**config.mk**
```make
export PLATFORM = sky130hd
export DESIGN_NAME = circuit_sweep_sequencer
export DESIGN_NICKNAME = d
export VERILOG_FILES = /design/src/rtl/circuit_seq_pkg.sv /design/src/rtl/result_table.sv /design/src/rtl/circuit_sweep_sequencer.sv
export SDC_FILE = /design/constraint.sdc
export NUM_CORES = 1
export LEC_CHECK = 0
export CAP_MARGIN = 20
export CORE_ASPECT_RATIO = 0.9
export CORE_MARGIN = 10
export CORE_UTILIZATION = 38
export CTS_CLUSTER_DIAMETER = 120
export CTS_CLUSTER_SIZE = 10
export DETAILED_ROUTE_END_ITERATION = 16
export PLACE_DENSITY = 0.55
export SETUP_SLACK_MARGIN = 0.4
export SYNTH_ARGS = -nofsm -noshare
export SYNTH_HDL_FRONTEND = slang
export SYNTH_HIERARCHICAL = 1
export SYNTH_SLANG_ARGS = --single-unit
```
**constraint.sdc**
```tcl
create_clock -name clk -period 3.5 [get_ports clk]
set_input_delay 0.875 -clock clk [delete_from_list [all_inputs] [get_ports clk]]
set_output_delay 0.875 -clock clk [all_outputs]
set_load 0.005 [all_outputs]
```
**src/rtl/circuit_seq_pkg.sv**
```systemverilog
// circuit_seq_pkg: shared state encoding and widths for the sweep sequencer
package circuit_seq_pkg;
  localparam int NUM_VEC = 16;
  localparam int VEC_W = 4;
  localparam int CNT_W = 5;
  typedef enum logic [1:0] {
    IDLE   = 2'd0,
    APPLY  = 2'd1,
    SAMPLE = 2'd2,
    DONE   = 2'd3
  } state_t;
endpackage

```
**src/rtl/result_table.sv**
```systemverilog
// result_table: 16 x 2 result register file, sync write/clear, combinational read
module result_table
  import circuit_seq_pkg::*;
(
  input  logic             clk,
  input  logic             rst,
  input  logic             we,
  input  logic [VEC_W-1:0] waddr,
  input  logic [1:0]       wdata,
  input  logic [VEC_W-1:0] raddr,
  output logic [1:0]       rdata
);
  logic [1:0] mem [NUM_VEC];
  always_ff @(posedge clk)
    if (rst) mem <= '{default: '0};
    else if (we) mem[waddr] <= wdata;
  assign rdata = mem[raddr];
endmodule

```
**src/rtl/circuit_sweep_sequencer.sv**
```systemverilog
// circuit_sweep_sequencer: applies vectors to the logic block, settles, samples F1/F2 into a table
module circuit_sweep_sequencer
  import circuit_seq_pkg::*;
#(
  parameter int SETTLE_CYCLES = 4
) (
  input  logic             clk,
  input  logic             rst,
  input  logic             start,
  input  logic             mode,
  input  logic [VEC_W-1:0] vec_in,
  output logic             A,
  output logic             B,
  output logic             C,
  output logic             D,
  input  logic             F1,
  input  logic             F2,
  output logic             busy,
  output logic             done,
  output logic [CNT_W-1:0] f1_count,
  output logic [CNT_W-1:0] f2_count,
  input  logic [VEC_W-1:0] rd_addr,
  output logic [1:0]       rd_data
);
  state_t state, state_n;
  logic [7:0] settle_cnt;
  logic [VEC_W-1:0] idx, abcd;
  logic mode_q, settle_end, last;
  assign settle_end = settle_cnt == 8'(SETTLE_CYCLES - 1);
  assign last = mode_q || idx == 4'hf;
  always_comb begin
    state_n = state;
    case (state)
      IDLE:    state_n = start ? APPLY : IDLE;
      APPLY:   state_n = settle_end ? SAMPLE : APPLY;
      SAMPLE:  state_n = last ? DONE : APPLY;
      default: state_n = IDLE;
    endcase
  end
  // abcd is loaded one edge ahead so the drive is registered and aligned with each state
  always_ff @(posedge clk) begin
    if (rst) begin
      state <= IDLE;
      settle_cnt <= '0;
      idx <= '0;
      abcd <= '0;
      mode_q <= 1'b0;
      f1_count <= '0;
      f2_count <= '0;
    end else begin
      state <= state_n;
      case (state)
        IDLE: if (start) begin
          mode_q <= mode;
          idx <= mode ? vec_in : '0;
          abcd <= mode ? vec_in : '0;
          settle_cnt <= '0;
          f1_count <= '0;
          f2_count <= '0;
        end
        APPLY: settle_cnt <= settle_end ? 8'd0 : settle_cnt + 8'd1;
        SAMPLE: begin
          f1_count <= f1_count + CNT_W'(F1);
          f2_count <= f2_count + CNT_W'(F2);
          idx <= last ? idx : idx + 4'd1;
          abcd <= last ? 4'd0 : idx + 4'd1;
        end
        default: abcd <= '0;
      endcase
    end
  end
  assign {A, B, C, D} = abcd;
  assign busy = state != IDLE;
  assign done = state == DONE;
  result_table u_table (
    .clk  (clk),
    .rst  (rst),
    .we   (state == SAMPLE),
    .waddr(idx),
    .wdata({F1, F2}),
    .raddr(rd_addr),
    .rdata(rd_data)
  );
endmodule

```
==> results of run 1 <==
[routing by layer]
layer	vias up	routed length, µm	global-route usage, %
met5	-	0	0
met4	0	19	3.02
met3	2	452	4.21
met2	65	3390	20.4
met1	1242	3780	17.9
li1	1304	-	-
[worst max-delay path by stage]
stage	to	startpoint	cells past startpoint	slack, ns
2_1_floorplan	rd_data[1]	rd_addr[0]	4	0.86
3_3_place_gp	rd_data[1]	rd_addr[0]	6	-0.13
3_5_place_dp	rd_data[0]	rd_addr[0]	6	-0.14
4_1_cts	rd_data[0]	rd_addr[0]	6	0.40
5_1_grt	rd_data[1]	rd_addr[0]	6	0.45
6_report	rd_data[1]	rd_addr[0]	6	0.50
[per-stage QoR]
step                      instance area (µm²)  power, W
after global placement                   3310  0.000833
after detailed placement                 3310  0.000834
after floorplan                          2940  0.000790
after CTS                                3520   0.00151
final                                    3510   0.00149
after global routing                     3510   0.00155
[timing repair]
action,CTS,global route
pin swaps,1,2
endpoints found under the setup margin,2,2
resized for setup,8,4
[tightest hold or removal path, delay by kind of cell, from the launching register on]
kind            cells  cell delay (ns)
simple gates        1             0.05
compound gates      1             0.06
flops               1             0.31
[area by class of cell]
type	count	area share [%]
multi-input combinational	255	45.8
sequential	61	34.7
timing repair buffer	35	9.61
clock buffer	12	3.84
tap	96	3.42
clock inverter	4	2.06
inverter	5	0.534
[layout by cell type, fill, tap and decap left out, drive strengths merged, types with 2 or more instances in the layout]
cell           Yosys  routed
inv                4       4
and3b              2       2
buf                2       5
ha                 6       6
clkdlybuf4s50      0      26
nor2b              7       7
and2               2       2
xnor2              3       3
and3               5       5
o21ai             41      41
or2                2       2
nor3b              4       4
nand4              4       4
o31a               2       2
bufinv             0       2
clkinv             1       2
clkbuf            21      14
nor2              24      24
nand3             44      44
nand2             15      15
a21o               2       2
mux2i              2       2
a22o               2       2
nand2b             4       4
nor3               4       4
a22oi              7       7
nand3b             4       4
dfxtp             61      61
a311oi             2       2
a21oi             48      48
xor2               2       2
mux4               8       8
[power by group]
| part | internal, W | total [W] | switching, W |
|---|---|---|---|
| Combinational | 0.0000448 | 0.000106 | 0.0000607 |
| Clock | 0.000401 | 0.000669 | 0.000268 |
| Sequential | 0.000701 | 0.000712 | 0.0000110 |
| Total | 0.00115 | 0.00149 | 0.000340 |
[logic make-up after synthesis]
logic type	Yosys count	synth area share (%)
compound gates	110	20.9
xor+xnor	5	1.49
fa+ha+maj	6	2.55
buf+inv	28	4.08
flops	61	41.5
mux	10	7.32
simple gates	124	22.1
[sequential cells by signal, summed over array words and instances (netlist names)]
| register | count |
|---|---|
| u_table/mem | 32 |
| settle_cnt | 8 |
| f1_count | 5 |
| f2_count | 5 |
| abcd | 4 |
| idx | 4 |
| state | 2 |
| mode_q | 1 |
==> impl_metrics.env, run 1 <==
export IMPL_diodes=0
export IMPL_grt_pass1_wl_mm=12.8
export IMPL_track_usage_pct=13.3
export IMPL_drv_cap=0
export IMPL_syn_avg_cell_area_um2=8.55
export IMPL_rsz0062_at_grt="no"
export IMPL_ant_nets=0
export IMPL_synth_area_leader_cell="dfxtp_1"
export IMPL_start_kind="primary input"
export IMPL_ys_flop_type="dfxtp_1"
export IMPL_timing_hold_ws_ns=0.466
export IMPL_grt_max_degree=38
export IMPL_synth_top_area_share_pct=41.5
export IMPL_hpwl_mm=5.35
export IMPL_die_height_um=103
export IMPL_yosys_top_cells_area="dfxtp_1 (42%), a21oi_1 (8.2%), nand3_1 (7.5%)"
export IMPL_hold_viol_final=0
export IMPL_drt_iter0_drc=98
export IMPL_period_share_pct=85.7
export IMPL_hold_path_class="register to register"
export IMPL_whs_path_depth=2
export IMPL_multi_input_comb_area_um2=1610
export IMPL_finClkSkew_ns=0.0167
export IMPL_cts_num_sinks=61
export IMPL_setup_worst_path_end_class="output pin"
export IMPL_finalCriticalPeriod_ns=3.00
export IMPL_coreArea_um2=7540
export IMPL_antenna_found_initial=0
export IMPL_fin_nets=387
export IMPL_ctsHoldBuffers=0
export IMPL_syn_nets=364
export IMPL_grt_pass1_vias=2483
export IMPL_clk_pin_slew_ns=0.07
export IMPL_vias_per_cell=5.58
export IMPL_dr_pass1_iters=4
export IMPL_status="finished clean"
export IMPL_drt_wl_total_mm=7.64
export IMPL_rows=30
export IMPL_initial_utilization_pct=39.0
export IMPL_slew_viol_final=0
export IMPL_synth_enable_flop_cells=0
export IMPL_vias=2613
export IMPL_crit_buf_inv=3
export IMPL_ys_ff_latch=61
export IMPL_ir_drop_uv=210
export IMPL_power_per_cell_area_nw_per_um2=423
export IMPL_cts_tree="yes"
export IMPL_yosysMostFrequentCell="dfxtp_1"
export IMPL_power_leakage_nw=1.22
export IMPL_instances_no_fill=468
export IMPL_yosys_top_cells_count="dfxtp_1 (61), a21oi_1 (48), nand3_1 (44)"
export IMPL_postCtsSetupBuffers=0
export IMPL_ios=32
export IMPL_nFillCells=760
export IMPL_netlist_instances=344
export IMPL_worstPathCellList="clkdlybuf4s15_2 > buf_12 > mux4_2 > a22oi_2 > nand3_1 > clkbuf_2"
export IMPL_min_from="abcd[1]$_SDFFE_PP0P_"
export IMPL_remaining_drc_errors=0
export IMPL_slew_headroom_pct=52.6
export IMPL_synthToLayoutAreaGrowth_pct=19.5
export IMPL_tightest_slew_ns=0.709
export IMPL_setup_viol=0
export IMPL_min_to="abcd[1]$_SDFFE_PP0P_"
export IMPL_die_x_um=113
export IMPL_clk_path_buf_depth=2
export IMPL_ctsHtreeMaxLevel=3
export IMPL_worst_setup_path_type="primary input to output pin"
export IMPL_timing_rr_start="state[0]$_SDFF_PP0_"
export IMPL_synth_yosys_seq_area_share_pct=41.5
export IMPL_io_buffers=31
export IMPL_cp_data_arrival_time_ns=2.13
export IMPL_yosysWarnings=6
export IMPL_overflow=0
export IMPL_drt_wirelength_per_cell_um=16.3
export IMPL_r2r_end="u_table/mem[15]$_SDFFE_PP0P_"
export IMPL_timing_final_ws_setup_ns=0.500
export IMPL_critPathTopFamily="multiplexers"
export IMPL_worst_r2r_path_depth=5
export IMPL_synth_cell_types=45
export IMPL_cts_root_buf="clkbuf_8"
export IMPL_placed_cells_incl_taps=452
export IMPL_critical_path_max_fanout=8
export IMPL_post_place_ws_ns=-0.145
export IMPL_seqCellArea_um2=1220
export IMPL_finalCoreUtilization_pct=46.6
export IMPL_setup_tns_ns=0
export IMPL_drive_gt1_share_pct=9.68
export IMPL_async_flop_share_pct=0
export IMPL_worstSkewPairLatency_ns=0.33
export IMPL_required_ns=2.62
export IMPL_syn_area_um2=2940
export IMPL_cp_slowest_cell="mux4_2"
export IMPL_die_area_um2=11700
export IMPL_worst_r2r_setup_slack_ns=1.23
export IMPL_cts_buffers=9
export IMPL_max_freq_ghz=0.333
export IMPL_slowest_delay_ns=0.51
export IMPL_place_gp_congestion=0.797
Note: power is estimated with default switching activity, not from simulation.
==> run 2, diff against run 1 <==
--- a/config.mk
+++ b/config.mk
@@ -5,14 +5,15 @@
 export SDC_FILE = /design/constraint.sdc
 export NUM_CORES = 1
 export LEC_CHECK = 0
+export ABC_AREA = 1
 export CAP_MARGIN = 20
 export CORE_ASPECT_RATIO = 0.9
 export CORE_MARGIN = 10
-export CORE_UTILIZATION = 38
+export CORE_UTILIZATION = 40
 export CTS_CLUSTER_DIAMETER = 120
 export CTS_CLUSTER_SIZE = 10
 export DETAILED_ROUTE_END_ITERATION = 16
-export PLACE_DENSITY = 0.55
+export PLACE_DENSITY = 0.58
 export SETUP_SLACK_MARGIN = 0.4
 export SYNTH_ARGS = -nofsm -noshare
 export SYNTH_HDL_FRONTEND = slang
==> run 2 against run 1 <==
Clock skew decreased by 0.0043 ns; synthesized area increased by 6.4%; critical endpoint is now rd_data[0]; setup slack improved by 0.031 ns; utilization increased by 2.1 points.
==> impl_metrics.env, run 2 <==
export IMPL_setup_viol=0
export IMPL_clk_path_buf_depth=2
export IMPL_drt_wirelength_per_cell_um=12.7
export IMPL_vias_per_cell=4.92
export IMPL_max_freq_ghz=0.337
export IMPL_power_leakage_nw=1.42
export IMPL_r2r_end="u_table/mem[1]$_SDFFE_PP0P_"
export IMPL_worstPathCellList="clkbuf_2 > clkinv_2 > nand2_1 > nand3_1 > nand3_1 > nand3_1 > nand2_1 > clkdlybuf4s50_1"
export IMPL_layout_commonest_cell="nand2_1"
export IMPL_clk_pin_slew_ns=0.07
export IMPL_ant_nets=0
export IMPL_start_kind="primary input"
export IMPL_fin_nets=530
export IMPL_status="finished clean"
export IMPL_setup_tns_ns=0
export IMPL_grt_pass1_vias=2735
export IMPL_place_gp_congestion=0.799
export IMPL_cts_num_sinks=61
export IMPL_hold_path_class="register to register"
export IMPL_syn_nets=496
export IMPL_worst_r2r_setup_slack_ns=1.63
export IMPL_crit_top_cell="nand3_1"
export IMPL_cts_root_buf="clkbuf_8"
export IMPL_timing_rr_start="state[1]$_SDFF_PP0_"
export IMPL_yosysMostFrequentCell="nand2_1"
export IMPL_ys_flop_type="dfxtp_1"
export IMPL_grt_pass1_wl_mm=13.0
export IMPL_yosys_top_cells_count="nand2_1 (148), inv_1 (62), dfxtp_1 (61)"
export IMPL_io_buffers=31
export IMPL_ys_ff_latch=61
export IMPL_dr_pass1_iters=4
export IMPL_required_ns=2.62
export IMPL_power_per_cell_area_nw_per_um2=377
export IMPL_synth_yosys_seq_area_share_pct=39.0
export IMPL_cts_buffers=9
export IMPL_postCtsSetupBuffers=0
export IMPL_initial_utilization_pct=41.3
export IMPL_track_usage_pct=13.2
export IMPL_final_cell_mix="nand2_1 (148), inv_1 (61), dfxtp_1 (61)"
export IMPL_cts_tree="yes"
export IMPL_placedInstanceArea_um2=3510
export IMPL_yosysWarnings=6
export IMPL_grt_max_degree=28
export IMPL_synth_cell_types=28
export IMPL_rsz0062_at_grt="no"
export IMPL_synth_top_area_share_pct=39.0
export IMPL_critPathTopFamily="buffers and inverters"
export IMPL_rows=30
export IMPL_ir_drop_uv=207
export IMPL_async_flop_share_pct=0
export IMPL_critical_path_max_fanout=8
export IMPL_die_x_um=113
export IMPL_largest_register_ffs=32
export IMPL_antenna_found_initial=0
export IMPL_regMostFlops="u_table/mem"
export IMPL_cp_data_arrival_time_ns=2.09
export IMPL_drv_cap=0
export IMPL_slew_headroom_pct=58.5
export IMPL_netlist_instances=476
export IMPL_finalCriticalPeriod_ns=2.97
export IMPL_coreArea_um2=7580
export IMPL_vias=3004
export IMPL_worst_setup_path_type="primary input to output pin"
export IMPL_remaining_drc_errors=0
export IMPL_worst_r2r_path_depth=7
export IMPL_drt_iter0_drc=192
export IMPL_period_share_pct=84.8
export IMPL_overflow=0
export IMPL_hpwl_mm=5.52
export IMPL_die_area_um2=11800
export IMPL_ctsHoldBuffers=0
export IMPL_syn_avg_cell_area_um2=6.57
export IMPL_min_to="mode_q$_SDFFE_PP0P_"
export IMPL_min_from="mode_q$_SDFFE_PP0P_"
export IMPL_tightest_slew_ns=0.621
export IMPL_drive_gt1_share_pct=9.51
export IMPL_die_height_um=104
export IMPL_whs_path_depth=2
export IMPL_synth_enable_flop_cells=0
export IMPL_design_area_um2=3690
export IMPL_diodes=0
export IMPL_synth_area_leader_cell="dfxtp_1"
export IMPL_cp_slowest_cell="clkdlybuf4s50_1"
export IMPL_drt_wl_total_mm=7.79
export IMPL_yosys_top_cells_area="dfxtp_1 (39%), nand2_1 (18%), a21oi_1 (8.8%)"
export IMPL_synthToLayoutAreaGrowth_pct=18.0
export IMPL_slew_viol_final=0
export IMPL_startpoint="rd_addr[0]"
export IMPL_ctsHtreeMaxLevel=3
export IMPL_hold_viol_final=0
export IMPL_syn_area_um2=3130
export IMPL_worstSkewPairLatency_ns=0.34
export IMPL_biggestRegsByFlops="u_table/mem x32, settle_cnt x8"
export IMPL_slowest_delay_ns=0.49
export IMPL_crit_buf_inv=3
export IMPL_finClkSkew_ns=0.0125
export IMPL_ios=32
export IMPL_setup_worst_path_end_class="output pin"
-- run 2: cell types whose count changed after synthesis, sizes merged, moves of 7 or more --
cell and delta:
nor2b -7, inv +64, a21oi +8, o21ai -29, clkbuf -16, nor2 +8
nand3 +9, nand2 +135, a22oi -7, mux4 -8, buf +9
-- run 2: logic make-up after synthesis --
group	after synthesis	synth area share [%]
xor+xnor	1	0.280
buf+inv	84	11.1
flops	61	39.0
simple gates	248	33.9
compound gates	76	13.3
fa+ha+maj	6	2.40
-- run 2: cell type report --
type | count | area, µm²
clock buffers | 9 | 124
clock inverters | 7 | 52.6
fillers | 809 | 3890
inverters | 68 | 260
multi-input cells | 331 | 1560
flip-flops and latches | 61 | 1220
well taps | 96 | 120
repair buffers | 38 | 350
repair inverters | 1 | 5.00
-- run 2: report_power, final --
part / internal [W] / switching (W)
logic: 0.0000493 / 0.0000766
registers: 0.000701 / 0.00000908
clock network: 0.000257 / 0.000298
total: 0.00101 / 0.000383
-- run 2: per-stage QoR --
stage | hold WS (ns) | power, W | utilization (%) | std cells | worst slack, ns
finish | 0.459 | 0.00139 | 48.7 | 611 | 0.531
global route | 0.486 | 0.00146 | 48.7 | 611 | 0.439
CTS | 0.463 | 0.00141 | 48.7 | 610 | 0.414
detailed placement | 0.451 | 0.000853 | 46.4 | 594 | 0.133
global placement | 0.442 | 0.000852 | 46.4 | 594 | 0.178
floorplan | 0.429 | 0.000802 | - | 476 | 1.09
-- run 2: how the worst max path moves through the flow --
stage	endpoint	slack [ns]	depth (start not counted)
2_1_floorplan	rd_data[1]	1.09	8
3_3_place_gp	rd_data[0]	0.18	9
3_5_place_dp	rd_data[1]	0.13	7
4_1_cts	rd_data[1]	0.41	8
5_1_grt	rd_data[1]	0.44	9
6_report	rd_data[0]	0.53	8
-- run 2: per-layer routing --
| metal | up-vias | part of all wire (%) | track usage (%) |
|---|---|---|---|
| met5 | - | 0 | 0 |
| met4 | 0 | 0.87 | 3.80 |
| met3 | 6 | 5.5 | 4.67 |
| met2 | 65 | 44 | 19.3 |
| met1 | 1342 | 49 | 17.6 |
| li1 | 1591 | - | - |
-- run 2: repair_timing --
action | CTS | global route
resized for setup | 7 | 4
gates cloned | 0 | 1
endpoints found under the setup margin | 2 | 2
-- run 2: tightest hold or removal path: stages (launching register included) --
cell     delay (ns)
dfxtp_1        0.30
inv_1          0.06
a21oi_1        0.05
==> run 3, diff against run 2 <==
--- a/config.mk
+++ b/config.mk
@@ -13,7 +13,7 @@
 export CTS_CLUSTER_DIAMETER = 120
 export CTS_CLUSTER_SIZE = 10
 export DETAILED_ROUTE_END_ITERATION = 16
-export PLACE_DENSITY = 0.58
+export PLACE_DENSITY = 0.6
 export SETUP_SLACK_MARGIN = 0.4
 export SYNTH_ARGS = -nofsm -noshare
 export SYNTH_HDL_FRONTEND = slang
==> constraint.sdc (replaced) <==
create_clock -name clk -period 2.38 [get_ports clk]
set_input_delay 0.595 -clock clk [delete_from_list [all_inputs] [get_ports clk]]
set_output_delay 0.595 -clock clk [all_outputs]
set_load 0.005 [all_outputs]
==> run 3 against run 2 <==
Via count is 0.13% lower; utilization is 1.6 points higher; sequential cell count stayed put; critical path type is now register to output pin; critical endpoint is now f2_count[2]; largest power group unchanged.
==> impl_metrics.env, run 3 (synthesized netlist as in run 2, its figures left out) <==
export IMPL_status="finished clean"
export IMPL_synthToLayoutAreaGrowth_pct=22.0
export IMPL_worst_r2r_setup_slack_ns=0.71
export IMPL_fin_nets=533
export IMPL_post_place_ws_ns=-0.393
export IMPL_hold_viol_final=0
export IMPL_power_leakage_nw=1.50
export IMPL_antenna_found_initial=0
export IMPL_drv_cap=0
export IMPL_drive_gt1_share_pct=12.9
export IMPL_cts_buffers=9
export IMPL_clk_pin_slew_ns=0.07
export IMPL_required_ns=1.78
export IMPL_initial_utilization_pct=41.3
export IMPL_die_area_um2=11800
export IMPL_slew_viol_final=0
export IMPL_dr_pass1_iters=4
export IMPL_drt_iter0_drc=138
export IMPL_diodes=0
export IMPL_cts_root_buf="clkbuf_8"
export IMPL_finalCriticalPeriod_ns=1.93
export IMPL_critical_path_max_fanout=7
export IMPL_die_x_um=113
export IMPL_seqCellArea_um2=1230
export IMPL_vias=3000
export IMPL_layout_commonest_cell="nand2_1"
export IMPL_hold_path_class="register to register"
export IMPL_clk_path_buf_depth=2
export IMPL_hpwl_mm=5.58
export IMPL_finalCoreUtilization_pct=50.3
export IMPL_io_buffers=31
export IMPL_design_area_um2=3820
export IMPL_rsz0062_at_grt="yes"
export IMPL_cp_endpoint="f2_count[2]"
export IMPL_final_cell_mix="nand2_1 (146), inv_1 (60), dfxtp_1 (58)"
export IMPL_timing_final_ws_setup_ns=0.452
export IMPL_path_depth=1
export IMPL_coreArea_um2=7580
export IMPL_overflow=0
export IMPL_start_kind="register"
export IMPL_finClkSkew_ns=0.0105
export IMPL_rows=30
export IMPL_drt_wirelength_per_cell_um=12.6
export IMPL_vias_per_cell=4.89
export IMPL_worst_r2r_path_depth=8
export IMPL_regMostFlops="u_table/mem"
export IMPL_largest_register_ffs=32
export IMPL_slew_headroom_pct=68.7
export IMPL_cp_slowest_cell="clkdlybuf4s50_1"
export IMPL_ctsHtreeMaxLevel=3
export IMPL_drt_wl_total_mm=7.77
export IMPL_setup_worst_path_end_class="output pin"
export IMPL_cp_data_arrival_time_ns=1.33
export IMPL_track_usage_pct=13.3
export IMPL_max_freq_ghz=0.519
export IMPL_multi_input_comb_area_um2=1600
export IMPL_ctsHoldBuffers=0
export IMPL_biggestRegsByFlops="u_table/mem x32, settle_cnt x8"
export IMPL_tightest_slew_ns=0.468
export IMPL_ir_drop_uv=354
export IMPL_setup_tns_ns=0
export IMPL_nFillCells=788
export IMPL_worst_setup_path_type="register to output pin"
export IMPL_critPathTopFamily="buffers and inverters"
export IMPL_remaining_drc_errors=0
export IMPL_ant_nets=0
export IMPL_placedInstanceArea_um2=3530
export IMPL_grt_max_degree=42
export IMPL_power_per_cell_area_nw_per_um2=585
export IMPL_die_height_um=104
export IMPL_slowest_delay_ns=0.55
export IMPL_startpoint="f2_count[2]$_SDFFE_PP0P_"
export IMPL_r2r_end="u_table/mem[7]$_SDFFE_PP0P_"
export IMPL_period_share_pct=81.0
export IMPL_worstSkewPairLatency_ns=0.33
export IMPL_grt_pass1_vias=2774
export IMPL_cts_tree="yes"
export IMPL_worstPathCellList="clkdlybuf4s50_1"
export IMPL_ios=32
export IMPL_cts_num_sinks=61
export IMPL_place_gp_congestion=0.831
export IMPL_timing_rr_start="state[1]$_SDFF_PP0_"
export IMPL_grt_pass1_wl_mm=13.3
export IMPL_setup_viol=0
export IMPL_crit_buf_inv=1
-- run 3: cell count changes in the layout (fill, tap and decap cells not counted), sizes merged, moves of 2 or more --
cell           before  now
clkinv              5    3
clkbuf             11    9
buf                 8   16
bufinv              0    2
clkinvlp            4    2
clkdlybuf4s50      27   23
-- run 3: metal layers --
metal	global-route usage, %	routed length, µm
met3	4.09	375
met2	19.8	3400
met5	0	0
met1	17.9	3930
met4	3.89	57
-- run 3: area by class of cell --
class	count	area share, %
multi-input cells	331	41.9
inverters	68	6.88
well taps	96	3.15
flip-flops and latches	61	32.2
clock buffers	9	3.24
clock inverters	7	2.36
repair buffers	42	10.3
-- run 3: worst min-delay path by stage --
stage	from	to	slack, ns	cells after the start
floorplan	mode_q$_SDFFE_PP0P_	mode_q$_SDFFE_PP0P_	0.43	2
global route	u_table/mem[7]$_SDFFE_PP0P_	u_table/mem[7]$_SDFFE_PP0P_	0.49	2
CTS	mode_q$_SDFFE_PP0P_	mode_q$_SDFFE_PP0P_	0.46	2
finish	mode_q$_SDFFE_PP0P_	mode_q$_SDFFE_PP0P_	0.45	2
global placement	mode_q$_SDFFE_PP0P_	mode_q$_SDFFE_PP0P_	0.44	2
detailed placement	mode_q$_SDFFE_PP0P_	mode_q$_SDFFE_PP0P_	0.45	2
-- run 3: power by group --
group	switching (W)	internal [W]
Combinational	0.000118	0.0000765
Sequential	0.0000136	0.00103
Clock	0.000411	0.000583
Total	0.000542	0.00169
-- run 3: worst min-delay path, stage by stage, from the launching register on --
cell and delay (ns):
dfxtp_1 0.30, inv_1 0.06, a21oi_1 0.05
-- run 3: metrics by stage --
step	hold WS (ns)	total power, W	cells
2_1_floorplan	0.429	0.00118	476
3_3_place_gp	0.441	0.00125	596
3_5_place_dp	0.446	0.00126	596
4_1_cts	0.456	0.00226	613
5_1_grt	0.487	0.00233	614
6_report	0.452	0.00223	614
-- run 3: what timing repair did --
item / CTS / global route
buffers inserted: 0 / 1
gates resized for setup: 36 / 10
gates cloned: 1 / 0
pin swaps: 1 / 3
endpoints found under the setup margin: 4 / 5
